--- config.mk ---
export PLATFORM = sky130hd
export DESIGN_NAME = hex_display_ctrl
export DESIGN_NICKNAME = d
export VERILOG_FILES = /design/src/rtl/hex_display_ctrl.sv
export SDC_FILE = /design/constraint.sdc
export NUM_CORES = 1
export LEC_CHECK = 0
export CAP_MARGIN = 15
export CELL_PAD_IN_SITES_DETAIL_PLACEMENT = 0
export CELL_PAD_IN_SITES_GLOBAL_PLACEMENT = 1
export CORE_MARGIN = 8
export CORE_UTILIZATION = 41
export CTS_CLUSTER_SIZE = 16
export DETAILED_ROUTE_END_ITERATION = 10
export PLACE_DENSITY_LB_ADDON = 0.1
export SETUP_SLACK_MARGIN = 0.15
export SYNTH_ARGS = -nofsm -noshare
export SYNTH_HDL_FRONTEND = slang
export SYNTH_SLANG_ARGS = --single-unit
--- constraint.sdc ---
create_clock -name clk -period 3.5 [get_ports clk]
set_input_delay 0.35 -clock clk [delete_from_list [all_inputs] [get_ports clk]]
set_output_delay 0.35 -clock clk [all_outputs]
set_load 0.05 [all_outputs]
--- src/rtl/hex_display_ctrl.sv ---
// Multi-digit hexadecimal seven-segment display controller.
// Holds a 4*DIGITS-bit value written by a strobe and drives active-low
// segments, decimal points and digit enables. It supports leading-zero
// blanking, per-digit blinking, and either static or scanned output.
module hex_display_ctrl #(
  parameter int DIGITS     = 6,
  parameter int SCAN_MODE  = 0,
  parameter int SCAN_DIV   = 1000,
  parameter int BLINK_BITS = 24
) (
  input  logic                  clk,
  input  logic                  reset,
  input  logic                  wr_en,
  input  logic [4*DIGITS-1:0]   wr_data,
  input  logic                  blank_lz,
  input  logic [DIGITS-1:0]     blink_mask,
  input  logic [DIGITS-1:0]     dp_in,
  output logic [7*DIGITS-1:0]   seg_out,
  output logic [DIGITS-1:0]     dp_out,
  output logic [DIGITS-1:0]     digit_en
);

  localparam int DIVW = (SCAN_DIV > 1) ? $clog2(SCAN_DIV) : 1;
  localparam int IDXW = (DIGITS > 1) ? $clog2(DIGITS) : 1;

  // Active-low gfedcba glyph for one hex nibble.
  function automatic logic [6:0] glyph(input logic [3:0] n);
    case (n)
      4'h0: glyph = 7'b1000000;
      4'h1: glyph = 7'b1111001;
      4'h2: glyph = 7'b0100100;
      4'h3: glyph = 7'b0110000;
      4'h4: glyph = 7'b0011001;
      4'h5: glyph = 7'b0010010;
      4'h6: glyph = 7'b0000010;
      4'h7: glyph = 7'b1111000;
      4'h8: glyph = 7'b0000000;
      4'h9: glyph = 7'b0010000;
      4'hA: glyph = 7'b0001000;
      4'hB: glyph = 7'b0000011;
      4'hC: glyph = 7'b1000110;
      4'hD: glyph = 7'b0100001;
      4'hE: glyph = 7'b0000110;
      default: glyph = 7'b0001110;
    endcase
  endfunction

  logic [4*DIGITS-1:0] value;
  logic [BLINK_BITS-1:0] blink_cnt;
  logic [IDXW-1:0] scan_idx;
  logic [DIVW-1:0] scan_div;

  logic [6:0] dig_seg [DIGITS];
  logic       dig_dp  [DIGITS];
  logic [7*DIGITS-1:0] seg_next;
  logic [DIGITS-1:0]   dp_next;
  logic [DIGITS-1:0]   en_next;
  logic                seen_nz;
  logic                blink_on;

  // Per-digit glyphs with blanking and blinking, then static or scanned selection.
  always_comb begin
    seen_nz  = 1'b0;
    blink_on = blink_cnt[BLINK_BITS-1];
    seg_next = '1;
    dp_next  = '1;
    en_next  = '0;
    // Walk from the most significant digit down so seen_nz tells whether any
    // nibble at or above the current position is non-zero.
    for (int unsigned k = 0; k < DIGITS; k++) begin
      int unsigned i;
      i = DIGITS - 1 - k;
      seen_nz = seen_nz | (value[4*i +: 4] != 4'h0);
      dig_seg[i] = glyph(value[4*i +: 4]);
      dig_dp[i]  = ~dp_in[i];
      if (blank_lz && (i != 0) && !seen_nz) begin
        dig_seg[i] = '1;
      end
      if (blink_on && blink_mask[i]) begin
        dig_seg[i] = '1;
        dig_dp[i]  = 1'b1;
      end
    end
    if (SCAN_MODE != 0) begin
      seg_next[6:0] = dig_seg[scan_idx];
      dp_next[0]    = dig_dp[scan_idx];
      en_next       = ~(DIGITS'(1) << scan_idx);
    end else begin
      for (int unsigned i = 0; i < DIGITS; i++) begin
        seg_next[7*i +: 7] = dig_seg[i];
        dp_next[i]         = dig_dp[i];
      end
    end
  end

  // Value register, blink counter, scan timing and registered outputs.
  always_ff @(posedge clk) begin
    if (reset) begin
      value     <= '0;
      blink_cnt <= '0;
      scan_idx  <= '0;
      scan_div  <= '0;
      seg_out   <= '1;
      dp_out    <= '1;
      digit_en  <= (SCAN_MODE != 0) ? '1 : '0;
    end else begin
      if (wr_en) begin
        value <= wr_data;
      end
      blink_cnt <= blink_cnt + 1'b1;
      if (scan_div == DIVW'(SCAN_DIV - 1)) begin
        scan_div <= '0;
        scan_idx <= (scan_idx == IDXW'(DIGITS - 1)) ? '0 : scan_idx + 1'b1;
      end else begin
        scan_div <= scan_div + 1'b1;
      end
      seg_out  <= seg_next;
      dp_out   <= dp_next;
      digit_en <= en_next;
    end
  end

endmodule
==> out/metrics.yaml, run 1 <==
io_buffers: 87
drv_slew: 0
ir_drop_mv: 0.212
path_clk_slew_ns: 0.09
fin_worst_skew_ns: 0.00993
synth.most_common_cell: "dfxtp_1"
die_y_microns: 121
total_leakage_power_nw: 2.06
insertion_delay_ns: 0.35
syn_to_final_growth_pct: 23.8
cp.arrival_ns: 2.42
grt-ovfl-total: 0
design.core.area_sq_um: 10800
synth_compound_area_frac: 0.161
drt-initial-drc-count: 187
synth_async_sr_flop_share: 0
slowest_stage: "nor4bb_1"
drt-pass1-iter-count: 4
syn_inst: 496
dieWidth_microns: 121
ys_types: 46
ctsResizeCount: 0
tightest_slew_ns: 0.842
use_met1: 0.164
vias: 3615
track_usage: 0.140
ys_top_cells_by_area: "dfxtp_1 43%, ha_1 8.9%, mux2i_1 6.0%"
drive_gt1_frac: 0.0387
cts_root_buffer: "clkbuf_8"
required_ns: 3.74
synthAdderAreaFrac: 0.0890
cts_buffer_depth: 2
synthMuxAreaShare: 0.0626
end_kind: "flip-flop"
vias_per_cell: 5.11
crit_fanout: 7
synth-xor-area-share: 0.0253
start_util: 0.417
crit_buf_inv: 1
grt-busiest-layer: "met2"
hold_path.class: "input port to flip-flop"
cts_tree: "built"
num_io_pins: 94
post-route-min-period_ns: 2.18
crit_type: "flip-flop to flip-flop"
yosys.area.top_type_share: 0.427
cp-start-kind: "flip-flop"
holdWs_ns: 0.388
grt_pass1_wl_microns: 16900
multi_input_area_sq_um: 2330
finalWirelength_microns: 10100
synth_top_family_by_area: "simple AND/OR/NAND/NOR gates"
ant_nets: 0
setup_viol: 0
grt_max_degree: 38
cts_setup_buffers: 0
yosysTopAreaCell: "dfxtp_1"
yosysWarnings: 0
hold_violations: 0
cpPeakStageDelay_ns: 0.63
tns_ns: 0
rsz0062_at_grt: "false"
grtUsageMet3: 0.0424
clock.fmax_mhz: 458
grt_pass1_vias: 3407
outcome: "finished, final reports clean"
crit_family: "simple AND/OR/NAND/NOR gates"
drv_cap: 0
globalRouteMet2Util: 0.241
synth_edf_count: 0
core.rowCount: 38
power_density_nw_per_um2: 432
routedWlPerCell_microns: 14.3
numCtsBuffers: 9
slew_headroom: 0.439
dp_hpwl_microns: 7410
num-fill-cells: 1050
synth_ff_type: "dfxtp_1"
synth-simple-area-share: 0.176
numClockSinks: 96
cts-hold-fix-buffers: 0
avgSynthCellArea_sq_um: 9.07
worstPathCellList: "inv_1, ha_1, nor4bb_1, nand4_1, o21a_1, o311ai_0"
seqCellArea_sq_um: 1920
synthTopCellsByCount: "96 x dfxtp_1, 54 x nor2_1, 43 x nand2_1"
antenna_cells: 0
ys_ff_latch: 96
yosysSeqAreaShare: 0.427
gp_congestion: 0.806
die-area_sq_um: 14600
drc_errors: 0
grt_antenna_before_repair: 0
synth_area_sq_um: 4500
timing.final.crit_share: 0.624
cts_max_level: 3
final_nets: 636
## power breakdown
part           total [mW]  internal, mW  switching, mW
Clock               0.639         0.275          0.364
Combinational       0.545         0.204          0.342
Sequential           1.22          1.17         0.0552
Total                2.41          1.64          0.761
## registers in the layout (all words and copies together), names as in the netlist
name,cells
blink_cnt,24
dp_out,6
seg_out,42
value,24
## metrics by stage
step	worst slack [ns]	area [sq um]	cells	utilization	power, mW
finish	1.32	5570	708	0.516	2.41
global route	1.03	5570	708	0.516	2.54
detailed placement	1.21	5390	693	0.500	1.80
global placement	1.35	5390	693	0.500	1.79
floorplan	1.62	4520	501	-	1.61
CTS	1.25	5570	708	0.516	2.45
## cells in the final DEF, fill, tap and decap left out, types with 3 or more instances in the layout
cell type and instances:
o21ai_0 14, nor2_1 54, dfxtp_1 96, or4_1 7, inv_1 25, or3_1 3
xnor2_1 9, mux2i_1 27, nor2b_1 5, nand2_1 43, ha_1 32, conb_1 6
o31ai_1 7, xor2_1 4, a32oi_1 4, nor3b_1 3, o21a_1 3, clkinvlp_4 3
a21o_1 8, nand3_1 14, o211ai_1 22, nand4_1 5, a21oi_1 16, o311ai_0 22
clkdlybuf4s50_1 85, clkbuf_8 10, nand2b_1 12
## layer usage
| layer | routed length, microns | up-vias |
|---|---|---|
| met5 | 0 | - |
| met4 | 83 | 0 |
| met3 | 489 | 6 |
| met2 | 5000 | 62 |
| met1 | 4530 | 1677 |
| li1 | - | 1870 |
## area by class of cell
cell class | instances | share of cell area
sequential | 96 | 0.345
timing repair buffer | 88 | 0.156
clock inverter | 4 | 0.00562
tap | 140 | 0.0315
inverter | 25 | 0.0169
multi-input combinational | 344 | 0.419
clock buffer | 11 | 0.0254
## path summary, 6_finish.rpt
check / depth (start not counted) / slack [ns] / from / endpoint
setup / recovery: 6 / 1.32 / value[20] / seg_out[13]
hold / removal: 2 / 0.39 / reset / value[13]
setup reg to reg: 6 / 1.32 / value[20] / seg_out[13]
hold reg to reg: 1 / 0.48 / blink_cnt[0] / blink_cnt[0]
## kinds of logic after synthesis
kind of cell,after synthesis
simple gates,163
compound gates,102
flops,96
buf+inv,61
fa+ha+maj,32
mux,28
xor+xnor,13
other cells,1
No activity file was read; power rests on OpenSTA's default activity.
==> inputs of run 2 (changes only) <==
- CORE_UTILIZATION: 41 -> 38
- clock period: 3.5 -> 2.1 ns (I/O delays scaled with it)
==> out/metrics.yaml, run 2 (synthesis gave the netlist of run 1 again) <==
outcome: "finished, final reports clean"
path_clk_slew_ns: 0.06
ant_nets: 0
grt-ovfl-total: 0
start_util: 0.392
dieWidth_microns: 125
drc_errors: 0
hold_depth: 2
io_buffers: 87
numCtsBuffers: 9
syn_to_final_growth_pct: 28.5
routedWlPerCell_microns: 14.1
end_kind: "flip-flop"
antenna_cells: 0
p_total_mw: 4.45
r2r_cells: 4
drive_gt1_frac: 0.0707
cts_max_level: 3
hold_end: "value[19]"
crit_fanout: 6
final_nets: 647
cts_root_buffer: "clkbuf_16"
track_usage: 0.132
stdcell_count: 723
seqCellArea_sq_um: 1930
drt-pass1-iter-count: 4
reg2reg_from: "blink_cnt[9]"
die-area_sq_um: 15600
num_io_pins: 94
cp-start-kind: "flip-flop"
slew_headroom: 0.646
drt-initial-drc-count: 236
hold_start: "reset"
hold_violations: 0
cts_setup_buffers: 0
grt_pass1_vias: 3474
vias: 3616
cts_tree: "built"
numClockSinks: 96
largestRegisters: "seg_out (42), blink_cnt (24), value (24)"
multi_input_area_sq_um: 2370
gp_congestion: 0.791
drv_slew: 0
required_ns: 2.37
fin_worst_skew_ns: 0.00794
ir_drop_mv: 0.453
setup_viol: 0
cts_buffer_depth: 2
rsz0062_at_grt: "true"
cp.arrival_ns: 2.15
hold_path.class: "input port to flip-flop"
num-fill-cells: 1081
cpPeakStageDelay_ns: 0.59
finalWirelength_microns: 10200
post-route-min-period_ns: 1.87
layout_common_cells: "93 x dfxtp_1, 85 x clkdlybuf4s50_1, 54 x nor2_1"
placed_cells: 707
slowest_stage: "or4_4"
grt_max_degree: 25
design.core.area_sq_um: 11500
vias_per_cell: 5.00
dp_hpwl_microns: 7680
insertion_delay_ns: 0.34
grt_pass1_wl_microns: 17200
tightest_slew_ns: 0.530
total_leakage_power_nw: 2.17
tns_ns: 0
reg2reg_slack_ns: 0.23
core.rowCount: 39
drv_cap: 0
layout_commonest_cell: "dfxtp_1"
largest_register_ffs: 42
die_y_microns: 125
regMostFlops: "seg_out"
crit_type: "flip-flop to flip-flop"
timing.final.crit_share: 0.892
clock.fmax_mhz: 534
worstPathCellList: "nand4_1, or4_4, or4_1, a21oi_1"
reg2reg_to: "blink_cnt[23]"
power_density_nw_per_um2: 769
grt_antenna_before_repair: 0
-- run 2: report_power, final --
| part | internal [mW] | switching, mW |
|---|---|---|
| Combinational | 0.356 | 0.586 |
| Clock | 0.839 | 0.642 |
| Sequential | 1.94 | 0.0788 |
| Total | 3.14 | 1.31 |
-- run 2: repair_timing --
item                       in CTS  in global routing
hold buffers                    0                  0
setup endpoints to repair       0                 21
resized for setup               0                 13
-- run 2: worst max path at each step --
stage	start	to	slack [ns]	cells past startpoint
3_3_place_gp	blink_cnt[0]	blink_cnt[22]	0.23	5
4_1_cts	blink_cnt[0]	blink_cnt[20]	0.16	5
6_report	blink_cnt[9]	blink_cnt[23]	0.23	4
3_5_place_dp	blink_cnt[0]	blink_cnt[20]	0.18	5
5_1_grt	blink_cnt[0]	blink_cnt[22]	0.10	5
2_1_floorplan	blink_cnt[0]	blink_cnt[22]	0.22	6
-- run 2: layer usage --
layer | routed length (microns) | global-route usage | up-vias
met5 | 0 | 0 | -
met4 | 146 | 0.0468 | 0
met3 | 410 | 0.0357 | 11
met2 | 4970 | 0.218 | 70
met1 | 4700 | 0.161 | 1654
li1 | - | - | 1881
-- run 2: worst max-delay path: cells and delay by family (launching register included) --
| family | cells | cell delay (ns) |
|---|---|---|
| AOI/OAI and AO/OA | 1 | 0.14 |
| DFF | 1 | 0.37 |
| and+or+nand+nor | 3 | 1.29 |
-- run 2: per-stage QoR --
stage          hold slack (ns)   util  setup slack, ns  instance area, sq um
4_1_cts                  0.209  0.501            0.163                  5740
3_5_place_dp             0.467  0.478            0.179                  5480
6_report                 0.209  0.504            0.227                  5780
3_3_place_gp             0.442  0.478            0.230                  5480
2_1_floorplan            0.272      -            0.215                  4520
5_1_grt                  0.228  0.504            0.104                  5780
-- run 2: cell type report --
| class | instances | area share |
|---|---|---|
| Clock buffer | 16 | 0.0453 |
| Multi-Input combinational cell | 344 | 0.410 |
| Inverter | 25 | 0.0162 |
| Sequential cell | 96 | 0.333 |
| Tap cell | 143 | 0.0310 |
| Timing Repair Buffer | 99 | 0.165 |
